==> config.mk <==
export PLATFORM = sky130hd
export DESIGN_NAME = fetch_sequencer
export DESIGN_NICKNAME = d
export VERILOG_FILES = /design/src/rtl/fetch_sequencer_pkg.sv /design/src/rtl/fetch_sequencer.sv
export SDC_FILE = /design/constraint.sdc
export NUM_CORES = 1
export LEC_CHECK = 0
export CORE_MARGIN = 3
export CORE_UTILIZATION = 25
export CTS_CLUSTER_SIZE = 16
export DETAILED_ROUTE_END_ITERATION = 10
export GPL_TIMING_DRIVEN = 0
export HOLD_SLACK_MARGIN = 0.05
export PLACE_DENSITY = 0.56
export SETUP_SLACK_MARGIN = 0.4
export SLEW_MARGIN = 25
export SYNTH_ARGS = -nofsm -noshare
export SYNTH_HDL_FRONTEND = slang
export SYNTH_SLANG_ARGS = --single-unit
==> constraint.sdc <==
create_clock -name clk -period 2.3 [get_ports clk]
set_clock_uncertainty 0.15 [all_clocks]
set_input_delay 0.69 -clock clk [delete_from_list [all_inputs] [get_ports clk]]
set_output_delay 0.69 -clock clk [all_outputs]
set_load 0.02 [all_outputs]
==> src/rtl/fetch_sequencer_pkg.sv <==
// Shared definitions for the instruction fetch sequencer: default widths,
// PC step, fetch FSM state encoding and a saturating-increment helper.
package fetch_sequencer_pkg;

  localparam int DEF_PC_WIDTH    = 16;
  localparam int DEF_INSTR_WIDTH = 16;
  localparam int DEF_RESET_PC    = 0;
  localparam int DEF_PROG_WORDS  = 10;
  localparam int PC_STEP         = 2;   // instructions are two bytes apart

  typedef enum logic [1:0] {
    FETCH_IDLE = 2'd0,
    FETCH_RUN  = 2'd1,
    FETCH_HALT = 2'd2
  } fetch_state_t;

  // Increment that sticks at all-ones instead of wrapping.
  function automatic logic [15:0] sat_inc16(input logic [15:0] value);
    return (value == 16'hFFFF) ? value : value + 16'd1;
  endfunction

endpackage

==> src/rtl/fetch_sequencer.sv <==
// Instruction fetch sequencer: owns the program counter, captures the
// instruction memory word into ir and offers it to decode. Supports start,
// decode stall, branch redirect and a terminal halt at end of program.
//
// Handshake: ir/ir_pc are offered while ir_valid is high; a transfer
// happens on every rising edge where ir_valid && ir_ready. While
// ir_valid is high and ir_ready is low, ir, ir_pc and ir_valid hold.
// A redirect squashes the offered word (ir_valid drops) but a transfer
// in that same cycle still completes and is counted.
module fetch_sequencer
  import fetch_sequencer_pkg::*;
#(
  parameter int PC_WIDTH    = DEF_PC_WIDTH,
  parameter int INSTR_WIDTH = DEF_INSTR_WIDTH,
  parameter int RESET_PC    = DEF_RESET_PC,
  parameter int PROG_WORDS  = DEF_PROG_WORDS
) (
  input  logic                   clk,
  input  logic                   rst_n,
  input  logic                   start,
  output logic [PC_WIDTH-1:0]    imem_pc,
  input  logic [INSTR_WIDTH-1:0] imem_instr,
  output logic [INSTR_WIDTH-1:0] ir,
  output logic [PC_WIDTH-1:0]    ir_pc,
  output logic                   ir_valid,
  input  logic                   ir_ready,
  input  logic                   redirect,
  input  logic [PC_WIDTH-1:0]    redirect_pc,
  output logic                   halted,
  output logic [15:0]            retired_count
);

  localparam logic [PC_WIDTH-1:0] RESET_PC_V = PC_WIDTH'(RESET_PC);
  localparam logic [PC_WIDTH-1:0] END_PC     = PC_WIDTH'(2 * PROG_WORDS);
  localparam logic [PC_WIDTH-1:0] LAST_PC    = END_PC - PC_WIDTH'(PC_STEP);
  localparam logic [PC_WIDTH-1:0] ALIGN_MASK = ~(PC_WIDTH'(1));

  fetch_state_t        state;
  logic [PC_WIDTH-1:0] pc;
  logic [PC_WIDTH-1:0] pc_seq;
  logic [PC_WIDTH-1:0] target;
  logic                advance;
  logic                accept;

  assign imem_pc = pc;
  assign advance = !ir_valid || ir_ready;
  assign accept  = ir_valid && ir_ready;

  // Next-pc candidates: sequential step (wraps naturally) and aligned branch target.
  always_comb begin
    pc_seq = pc + PC_WIDTH'(PC_STEP);
    target = redirect_pc & ALIGN_MASK;
  end

  // Fetch FSM and instruction register; every output is a register.
  always_ff @(posedge clk or negedge rst_n) begin
    if (!rst_n) begin
      state    <= FETCH_IDLE;
      pc       <= RESET_PC_V;
      ir       <= '0;
      ir_pc    <= '0;
      ir_valid <= 1'b0;
      halted   <= 1'b0;
    end else begin
      case (state)
        FETCH_IDLE: begin
          if (start) begin
            state <= FETCH_RUN;
          end
        end
        FETCH_RUN: begin
          if (redirect) begin
            // Branch wins over stall and over the end-of-program step.
            pc       <= target;
            ir_valid <= 1'b0;
            if (target >= END_PC) begin
              state  <= FETCH_HALT;
              halted <= 1'b1;
            end
          end else if (pc >= END_PC) begin
            // Out-of-program address: never issue, just stop.
            state  <= FETCH_HALT;
            halted <= 1'b1;
            if (accept) begin
              ir_valid <= 1'b0;
            end
          end else if (advance) begin
            ir       <= imem_instr;
            ir_pc    <= pc;
            ir_valid <= 1'b1;
            pc       <= pc_seq;
            if (pc == LAST_PC) begin
              state  <= FETCH_HALT;
              halted <= 1'b1;
            end
          end
        end
        FETCH_HALT: begin
          // Last issued word drains to decode; pc stays frozen.
          if (accept) begin
            ir_valid <= 1'b0;
          end
        end
        default: begin
          state <= FETCH_IDLE;
        end
      endcase
    end
  end

  // Count of words accepted by decode, sticking at all-ones.
  always_ff @(posedge clk or negedge rst_n) begin
    if (!rst_n) begin
      retired_count <= 16'd0;
    end else if (accept) begin
      retired_count <= sat_inc16(retired_count);
    end
  end

endmodule

# ---- After elaboration in Yosys (flattened, before gate mapping)
# Cells that the tools add are included.
dict set report totals {
  output_inout_bits 66
  mem_bits_ro 0
  regBits 68
  ramBits 0
  n_memories 0
  wordCells 59
  latchBits 0
}
dict set report op_classes {
  n_lt_le_gt_ge 2
  add_sub_neg 2
  shift 0
  mux 20
  n_div 0
  n_eq_ne 10
  n_bitwise 4
  n_mul 0
  n_reduce_logical 14
}
# operator count
set ops {}
lappend ops {{2-to-1 mux 16 bit} 3}
lappend ops {{>= comparator 16 x 5 -> 1 bit (second input constant)} 2}
lappend ops {{adder 16 x 1 -> 16 bit (second input constant)} 1}
lappend ops {{adder 16 x 2 -> 16 bit (second input constant)} 1}
lappend ops {{equality test 16 bit (second input constant)} 1}
lappend ops {{equality test 16 x 5 -> 1 bit (second input constant)} 1}
lappend ops {{2-to-1 mux 2 bit} 6}
lappend ops {{2-to-1 mux 1 bit} 9}
lappend ops {{inequality test 4 bit (second input constant)} 2}
lappend ops {{AND reduction 4 bit} 2}
lappend ops {{case mux 2 bit (3 select lines)} 1}
lappend ops {{nonzero test 3 bit} 2}
lappend ops {{AND reduction 5 bit} 1}
lappend ops {{inequality test 2 bit (second input constant)} 2}
lappend ops {{NOT 1 bit} 4}
lappend ops {{AND reduction 2 bit} 2}
lappend ops {{nonzero test 2 bit} 2}
lappend ops {{inequality test 3 bit (second input constant)} 1}
lappend ops {{AND reduction 3 bit} 1}
lappend ops {{equality test 2 x 1 -> 1 bit (second input constant)} 1}
lappend ops {{equality test 2 bit (second input constant)} 1}
lappend ops {{zero test 2 bit} 1}
lappend ops {{inequality test 2 x 1 -> 1 bit (second input constant)} 1}
lappend ops {{case mux 1 bit (2 select lines)} 1}
lappend ops {{other kinds (3)} 3}

# ---- Depth between registers and ports, before layout
# Gate-level depths: netlist (run 1).
dict set report logic_depth {
  depth_word 6
  mapped_depth 7
}

# ---- Worst setup path after synthesis (run 1)
# No wires, ideal clock.
dict set report synth_path {
  path_type {register to register}
  startpoint {register pc[8] (netlist: imem_pc[8])}
  endpoint {register state[0]}
  setup_ps 131
  t_arrival_ps 2209
  path_buffers 0
  t_required_ps 2019
  path_slack_ps -190
  stages_incl_launch_ff 5
  path_cell_list {dfrtp_1 or4_4 or4_4 o311a_1 or3_1}
}
dict set report synth_via {
  elab_chain_len 4
}
# item line
set synth_rtl {}
lappend synth_rtl {{start: declaration} fetch_sequencer.sv:39} ;# logic [PC_WIDTH-1:0] pc;
lappend synth_rtl {{start signal: assignment} fetch_sequencer.sv:74} ;# pc <= target;
lappend synth_rtl {{start signal: assignment} fetch_sequencer.sv:91} ;# pc <= pc_seq;
lappend synth_rtl {{>= comparator 16 x 5 -> 1 bit} fetch_sequencer.sv:80} ;# end else if (pc >= END_PC) begin
lappend synth_rtl {{2-to-1 mux 2 bit} fetch_sequencer.sv:80}
lappend synth_rtl {{2-to-1 mux 2 bit} fetch_sequencer.sv:72} ;# if (redirect) begin
lappend synth_rtl {{case mux 2 bit (3 select lines)} fetch_sequencer.sv:65} ;# case (state)
lappend synth_rtl {{end signal: assignment} fetch_sequencer.sv:68} ;# state <= FETCH_RUN;
lappend synth_rtl {{end signal: assignment} fetch_sequencer.sv:77} ;# state <= FETCH_HALT;
lappend synth_rtl {{end signal: assignment} fetch_sequencer.sv:82} ;# state <= FETCH_HALT;
lappend synth_rtl {{end: declaration} fetch_sequencer.sv:38} ;# fetch_state_t state;
# Parallel ways exist; a longest one is shown, timed or not.
# A chain may end at the register's enable or synchronous reset.

# ---- Final worst setup path (run 1)
dict set report layout_path {
  startpoint {register pc[10] (netlist: imem_pc[10])}
  endpoint {register state[0]}
}
# The elaborated chain is that of the path after synthesis.

==> metrics list, run 1 <==
- Initial Util: 26.3%
* Die boundary height: 114 um
- The first TritonRoute pass finished after 4 iterations.
- Global routing used between 15 and 20% of the available met1 tracks.
* Core Footprint: 11,200 um^2
- Fmax: 417 MHz
- In this run, flip-flops and latches consume roughly 36% of the power.
- At the later pin of the worst-skew pair, clock insertion delay measures approximately 0.32 ns.
- The die covers 13,100 um^2.
- Summed over all nets, the half-perimeter wirelength after detailed placement is 5470 um.
* Number of unique standard cell types used by synthesis: 45
* Aggregate routed wire length: 7600 um
- The slowest stage of the critical path is the sky130_fd_sc_hd__or4_4 cell.
- For this run, the register share of the synthesized area comes to about 56%.
- In this run the mean area of a mapped cell was about 12 um^2.
* Final Wtd Congestion: roughly 0.77
* Internal portion of total power: 3.14 mW
- In the global route stage, met3 resource usage came out at under 10%.
- The most used flip-flop cell after synthesis is sky130_fd_sc_hd__dfrtp_1.
- Failing checks: negative setup slack
- Power density of the placed cells: 1050 nW/um^2
* Number of warning messages in the yosys log: 0
- Clock-pin slew of the registers on the worst-case setup and hold paths: approximately 0.060 ns
* Average wire per standard cell: 14.5 um
* Multi-input gate area in the final layout: 1270 um^2
- The library cell used most frequently in the layout, excluding fill and tap cells, is sky130_fd_sc_hd__dfrtp_1.
- TritonCTS built the clock tree.
- CTS built an H-tree with a depth of 3.
* Type of the worst setup path: reg2reg
- The tightest min-delay check is of the in2async type.
* Fraction of power spent switching nets: 35.2%
- RSZ-0062 raised after global routing: true
- The final-report max-slew violation count came to 0.
* Seq cells post-synth: 66
- STA puts the critical path data required time at 2.35 ns.
- The floorplan has 38 rows.
- After filler insertion, the fill cell instance count of the layout stands at 1,087.
- Antenna violations before repair: 0
- Input and output buffers added on the ports amount to 99.
- Number of hold-slack violations in the final timing report: 0
- Highest-count cells in the layout ignoring fill and taps: 56 x sky130_fd_sc_hd__dfrtp_1, 32 x sky130_fd_sc_hd__clkdlybuf4s50_1, 29 x sky130_fd_sc_hd__buf_4
- Traced cell by cell, the critical path runs through or4_4 -> or4_4 -> o311a_1 -> or3_1.
- Post-synth EDFFs: 0
- The final route contains 2,469 vias.
- Synth top area cells: sky130_fd_sc_hd__dfrtp_1 56%, sky130_fd_sc_hd__mux2_2 11%, sky130_fd_sc_hd__xor2_1 2.4%
- 0 antenna diodes ended up in the layout.
- CTS root buffer: sky130_fd_sc_hd__clkbuf_16
- The area growth from synthesis to layout is 57.5%.
- Met2 Resource Use GR: 18.2%
- Count of endpoints failing setup in the final report: 3
- FF+latch area: 1660 um^2
- After layout, the design draws a total of 4.85 mW.
* Inserted Clock Buffers: 9
- Critical path arrival: 2.45 ns
- Clock period minus final worst setup slack: 2.40 ns
- CTS Buffer Depth: 2
* Cell taking the most area after synthesis: sky130_fd_sc_hd__dfrtp_1
- CP Max Fanout: 2
* Max-capacitance violation count: 0
- Across the VDD grid, the largest voltage drop is 0.543 mV.
- Switch Pwr: between 1.5 and 2 mW
- Gr ovfl total: 0
- Status: finished with violations
- Via count of the first global-routing pass: 2,457
- Dividing the final minimum period by the clock period gives 104%.
- slightly above 100 I/O pins were placed.
* Final cell count without fillers: 525
- Sort of element at the end of the critical path: register
* Number of nets in the layout: around 420
- Leakage Power: 2.25 nW
- Per-cell via count in the routed design: 4.70
* Layout cell share with drive strength beyond 1: a little over a third
- Entering global routing, the biggest net connects 38 pins.
- Cell family with the largest share of critical-path delay: simple AND/OR/NAND/NOR gates
- The number of placed instances, taps included, is roughly 490.
* CP startpoint kind: register
* Number of buffer and inverter stages on the critical path: 0
- Max-slew headroom at the worst pin: around 58%
* Cell seen most often among critical-path stages: sky130_fd_sc_hd__or4_4
- After detailed routing, the number of remaining DRC violations is 0.
* Layer with the highest usage after global routing: met2
- Counting every instance in the synthesized netlist gives 244.
* Area of the mapped netlist: 2930 um^2
- Clock Sink Count: 66
* Fraction of power consumed by the clock network: approximately 28%
* All-Layer GR Usage: 11.8%
- Post-synth top area share: 56.3%
- For this run, the slowest stage of the critical path takes 0.56 ns.
* Setup tns final: -0.122 ns
* Number of routed nets with antenna violations: 0
- In the synthesized netlist the async set-or-reset flop fraction comes to 100%.
- Iteration-0 DRC count of the detailed router: 87
- Combinational cells account for about 36% of the total power.
- Worst-case setup margin in the final layout: -0.0999 ns
- Horizontal die dimension: 114 um
- For the pin with the worst max-slew slack, the measured transition is 0.628 ns.
* Wire length of the first global-routing pass: 12,400 um
-- cells in the mapped netlist (all sizes together), types with 2 or more instances --
master  count
a211oi      3
a21oi       5
a22oi       2
a31oi       2
and2       11
and3        5
and4        3
buf         3
clkbuf      8
dfrtp      66
ha          5
inv        10
mux2       30
nand2      13
nand3      12
nand4       7
nor2        5
nor2b       2
nor3        5
nor4        5
nor4b       2
o21ai       3
o311ai      2
o31ai       2
or4         3
xnor2       6
xor2        8
-- timing repair --
item / CTS / global route
resized for setup: 154 / 40
hold endpoints to repair: 0 / 0
hold buffers: 0 / 0
buffers inserted: 14 / 10
endpoints found under the setup margin: 124 / 86
pin swaps: 4 / 2
-- routing by layer --
layer / vias up / routed length (um)
met3: 8 / 679
met1: 1211 / 3430
met4: 0 / 85
li1: 1150 / -
met5: - / 0
met2: 100 / 3410
-- path summary, 6_finish.rpt --
kind | end | start | slack (ns) | cells after the start
max | state[0]$_DFFE_PN0P_ | imem_pc[10]$_DFFE_PN0P_ | -0.1 | 4
min | ir[8]$_DFFE_PN0P_ | rst_n | 0.14 | 1
max reg2reg | state[0]$_DFFE_PN0P_ | imem_pc[10]$_DFFE_PN0P_ | -0.1 | 4
min reg2reg | halted$_DFFE_PN0P_ | halted$_DFFE_PN0P_ | 0.31 | 1
max in group asynchronous | imem_pc[8]$_DFFE_PN0P_ | rst_n | 1.30 | 2
min in group clk | halted$_DFFE_PN0P_ | halted$_DFFE_PN0P_ | 0.31 | 1
-- final cells by class --
class / instances / area share, %
clock buffer: 9 / 4.87
inverter: 10 / 0.812
clock inverter: 7 / 1.65
sequential: 66 / 36.0
buffer: 11 / 2.14
multi-input combinational: 158 / 27.6
tap: 140 / 3.79
timing repair buffer: 124 / 23.2
-- per-stage QoR --
step,util (%),instance area (um^2),worst slack [ns],hold slack [ns]
floorplan,-,2980,-0.149,0.244
global placement,37.1,4140,-2.22,0.304
detailed placement,37.2,4160,-0.798,0.313
CTS,41.0,4580,-0.101,0.143
global route,41.4,4620,-0.134,0.163
finish,41.4,4620,-0.0999,0.144
-- power by group through the flow --
stage | registers (mW) | logic [mW] | clock network, mW
3_5_place_dp | 1.76 | 1.81 | 0
4_1_cts | 1.73 | 1.75 | 1.43
3_3_place_gp | 1.75 | 1.78 | 0
6_report | 1.72 | 1.74 | 1.38
5_1_grt | 1.78 | 1.90 | 1.48
2_1_floorplan | 2.08 | 0.607 | 0
-- registers in the layout, summed over array words and instances (netlist names) --
name / flops
state: 2
ir_valid: 1
retired_count: 16
ir: 16
imem_pc: 15
ir_pc: 15
halted: 1
-- logic make-up (layout without fill, tap and decap cells) --
logic type / count (synthesis) / after routing / synth area share, %
and+or+nand+nor: 80 / 80 / 16.2
DFF: 66 / 66 / 56.3
muxes: 30 / 30 / 11.5
AOI/OAI and AO/OA: 27 / 27 / 6.61
buffers and inverters: 21 / 161 / 2.94
xor gates and xnor gates: 14 / 14 / 4.18
adders and majority gates: 5 / 5 / 2.13
other: 1 / 2 / 0.128
Note: power is estimated with default switching activity, not from simulation.
==> run 2, diff against run 1 <==
--- a/config.mk
+++ b/config.mk
@@ -6,12 +6,12 @@
 export NUM_CORES = 1
 export LEC_CHECK = 0
 export CORE_MARGIN = 3
-export CORE_UTILIZATION = 25
+export CORE_UTILIZATION = 41
 export CTS_CLUSTER_SIZE = 16
 export DETAILED_ROUTE_END_ITERATION = 10
 export GPL_TIMING_DRIVEN = 0
 export HOLD_SLACK_MARGIN = 0.05
-export PLACE_DENSITY = 0.56
+export PLACE_DENSITY = 0.82
 export SETUP_SLACK_MARGIN = 0.4
 export SLEW_MARGIN = 25
 export SYNTH_ARGS = -nofsm -noshare
==> run 2 against run 1 <==
Effect of this change:
- the flow still finishes with violations (negative setup slack)
- sequential power barely moved
- worst hold slack got worse by 0.018 ns
- via count rose by 1.3%
- clock power fell by 22%
- combinational power rose by 5%
- setup slack improved by 0.015 ns
- critical endpoint unchanged
- largest cell class unchanged
- largest power group unchanged
==> metrics list, run 2 (synthesis results as in run 1) <==
- Compared with the post-synthesis result, the final layout area differs by 58.1%.
* Number of remaining DRC errors: 0
* R2R cell count: 4
* CP startpoint kind: register
* DIE AREA: 8210 um^2
- The H-tree was split into 3 levels.
* Worst vdd rail ir drop: around 0.64 mV
* Clock-pin slew of the registers on the worst-case setup and hold paths: 0.08 ns
- FP Rows: 30
* Critical path arrival: 2.45 ns
- CP Max Fanout: 2
- Internal portion of total power: 2.97 mW
- Sort of element at the end of the critical path: register
- At the end of the flow, the number of nets in the layout was 428.
- At the pin with the least slew margin, the transition time is 0.738 ns.
* Wire length of the first global-routing pass: 12,300 um
- Clock period minus final worst setup slack: approximately 2.4 ns
- Highest-count cells in the layout ignoring fill and taps: 58 x sky130_fd_sc_hd__dfrtp_1, 33 x sky130_fd_sc_hd__clkdlybuf4s50_1, 29 x sky130_fd_sc_hd__buf_4
- The share of total power dissipated in the clock network is between 20% and 30%.
* Failing checks: negative setup slack
* Largest registers: ir: 16 flops, retired_count: 16 flops
* CTS Buffer Depth: 2
* Diodes inserted: 0
* Top-level I/O count: 103
* Final max-slew violation count: 0
* Combinational power share: 39.6%
* Hold buffer count at CTS: 0
- Summed over all cells, the static leakage comes to 2.23 nW.
* Via count of the first global-routing pass: around 2,500
- Die boundary height: 90.6 um
* Leading cell type in the layout, fill and taps excluded: sky130_fd_sc_hd__dfrtp_1
* Placed wire-length estimate after detailed placement: about 5200 um
- The die is between 90 and 100 um wide.
- Setup tns final: -0.652 ns
- Max-capacitance violation count: 0
* Count of endpoints failing setup in the final report: 31
- Router iterations before antenna repair: 4
- Largest net degree at the start of global routing: 35
* Max-slew headroom at the worst pin: 50.3%
- Terminus of the critical flop-to-flop path: state[0]$_DFFE_PN0P_
- Number of port buffers: 99
- Number of hold-slack violations in the final timing report: 0
- In the global route stage, overall resource usage came out at 18.6%.
- Post-route cell area: 4640 um^2
- The first routing iteration left 126 violations.
- Average wire per standard cell: 15.6 um
* Data required time of the critical path: approximately 2.4 ns
- Per-cell via count in the routed design: 5.14
- Final Wtd Congestion: 0.795
- Type of the worst setup path: reg2reg
- Across all setup checks in the final design, the least slack found is -0.0848 ns.
* Aggregate routed wire length: between 7000 and 8000 um
* Worst R2R Start: imem_pc[13]$_DFFE_PN0P_
* Post-place instance area: a little over 4000 um^2
- Once detail routing completed, the nets flagged for antenna violations numbered 0.
- Layout cell share with drive strength beyond 1: 38.6%
* Initial Util: 42.7%
* Antenna violations before repair: 0
- The worst register-to-register path has a setup slack of -0.08 ns.
- The run finished, with violations left.
- Hold/Removal Path Class: in2async
- The total overflow left after global routing is 0.
* RSZ-0062 raised after global routing: true
- Dividing total power by cell area gives a power density of ~1000 nW/um^2.
* CTS root buffer: sky130_fd_sc_hd__clkbuf_8
- Core Footprint: 6870 um^2
- In this run, flip-flops and latches consume 37.1% of the power.
- Counting every sink on the clock net gives 66.
- Of the available clock period, the critical path in the final layout requires 104%.
* Fraction of power spent switching nets: 35.7%
* Fmax: roughly 420 MHz
- Inserted Clock Buffers: 9
* Clock tree from TritonCTS: built
- The final route contains roughly 2,500 vias.
* Switch Pwr: ~1.6 mW
- The clock reaches the later pin of the worst-skew pair after 0.34 ns.
-- run 2: changes by cell type in the layout (fill, tap and decap cells not counted), moves of 6 or more --
cell                              delta
sky130_fd_sc_hd__clkdlybuf4s15_1    +11
sky130_fd_sc_hd__clkbuf_16           -8
sky130_fd_sc_hd__dlygate4sd2_1      -12
sky130_fd_sc_hd__buf_6               +6
sky130_fd_sc_hd__clkbuf_8            +7
-- run 2: cell type report --
cell class,count,area (um^2)
well taps,96,120
repair buffers,130,1170
plain buffers,11,108
flip-flops and latches,66,1660
clock inverters,5,78.8
multi-input cells,158,1320
clock buffers,11,141
fillers,499,2230
inverters,10,37.5
-- run 2: worst max path at each step --
| stage | start | endpoint | slack, ns | depth (start not counted) |
|---|---|---|---|---|
| final | imem_pc[13]$_DFFE_PN0P_ | state[0]$_DFFE_PN0P_ | -0.08 | 4 |
| after global routing | imem_pc[13]$_DFFE_PN0P_ | state[0]$_DFFE_PN0P_ | -0.14 | 4 |
| after CTS | imem_pc[10]$_DFFE_PN0P_ | state[0]$_DFFE_PN0P_ | -0.06 | 4 |
| after detailed placement | ir_ready | ir[0]$_DFFE_PN0P_ | -0.75 | 6 |
| after global placement | rst_n | imem_pc[7]$_DFFE_PN0P_ | -2.05 | 1 |
| after floorplan | imem_pc[7]$_DFFE_PN0P_ | state[0]$_DFFE_PN0P_ | -0.15 | 4 |
-- run 2: timing repair --
action,CTS,global route
hold endpoints to repair,0,0
buffers inserted,19,9
endpoints found under the setup margin,124,95
gates cloned,1,1
resized for setup,157,66
pin swaps,3,8
-- run 2: layer usage --
metal,track usage (%),wire length (um)
met1,24.2,3270
met2,29.3,3620
met3,5.42,559
met4,7.53,167
met5,0,0
-- run 2: through the flow --
stage	cells	utilization [%]	setup WS [ns]	hold slack [ns]	total power, mW
after floorplan	245	-	-0.149	0.244	2.69
after global placement	440	59.5	-2.05	0.308	3.50
after CTS	477	65.6	-0.0622	0.139	4.61
after detailed placement	441	59.7	-0.754	0.308	3.57
after global routing	487	67.5	-0.142	0.147	4.91
final	487	67.5	-0.0848	0.126	4.62
-- run 2: power groups by stage --
stage	Combinational, mW	Sequential (mW)	Clock [mW]
global placement	1.76	1.74	0
detailed placement	1.81	1.77	0
CTS	1.80	1.71	1.09
global route	1.99	1.76	1.16
floorplan	0.607	2.08	0
finish	1.83	1.71	1.08
-- run 2: worst max-delay path, cell delays in order (launching register included) --
cell and delay [ns]:
sky130_fd_sc_hd__dfrtp_1 0.40, sky130_fd_sc_hd__or4_4 0.55, sky130_fd_sc_hd__or4_4 0.55, sky130_fd_sc_hd__o311a_1 0.33
sky130_fd_sc_hd__or3_1 0.29
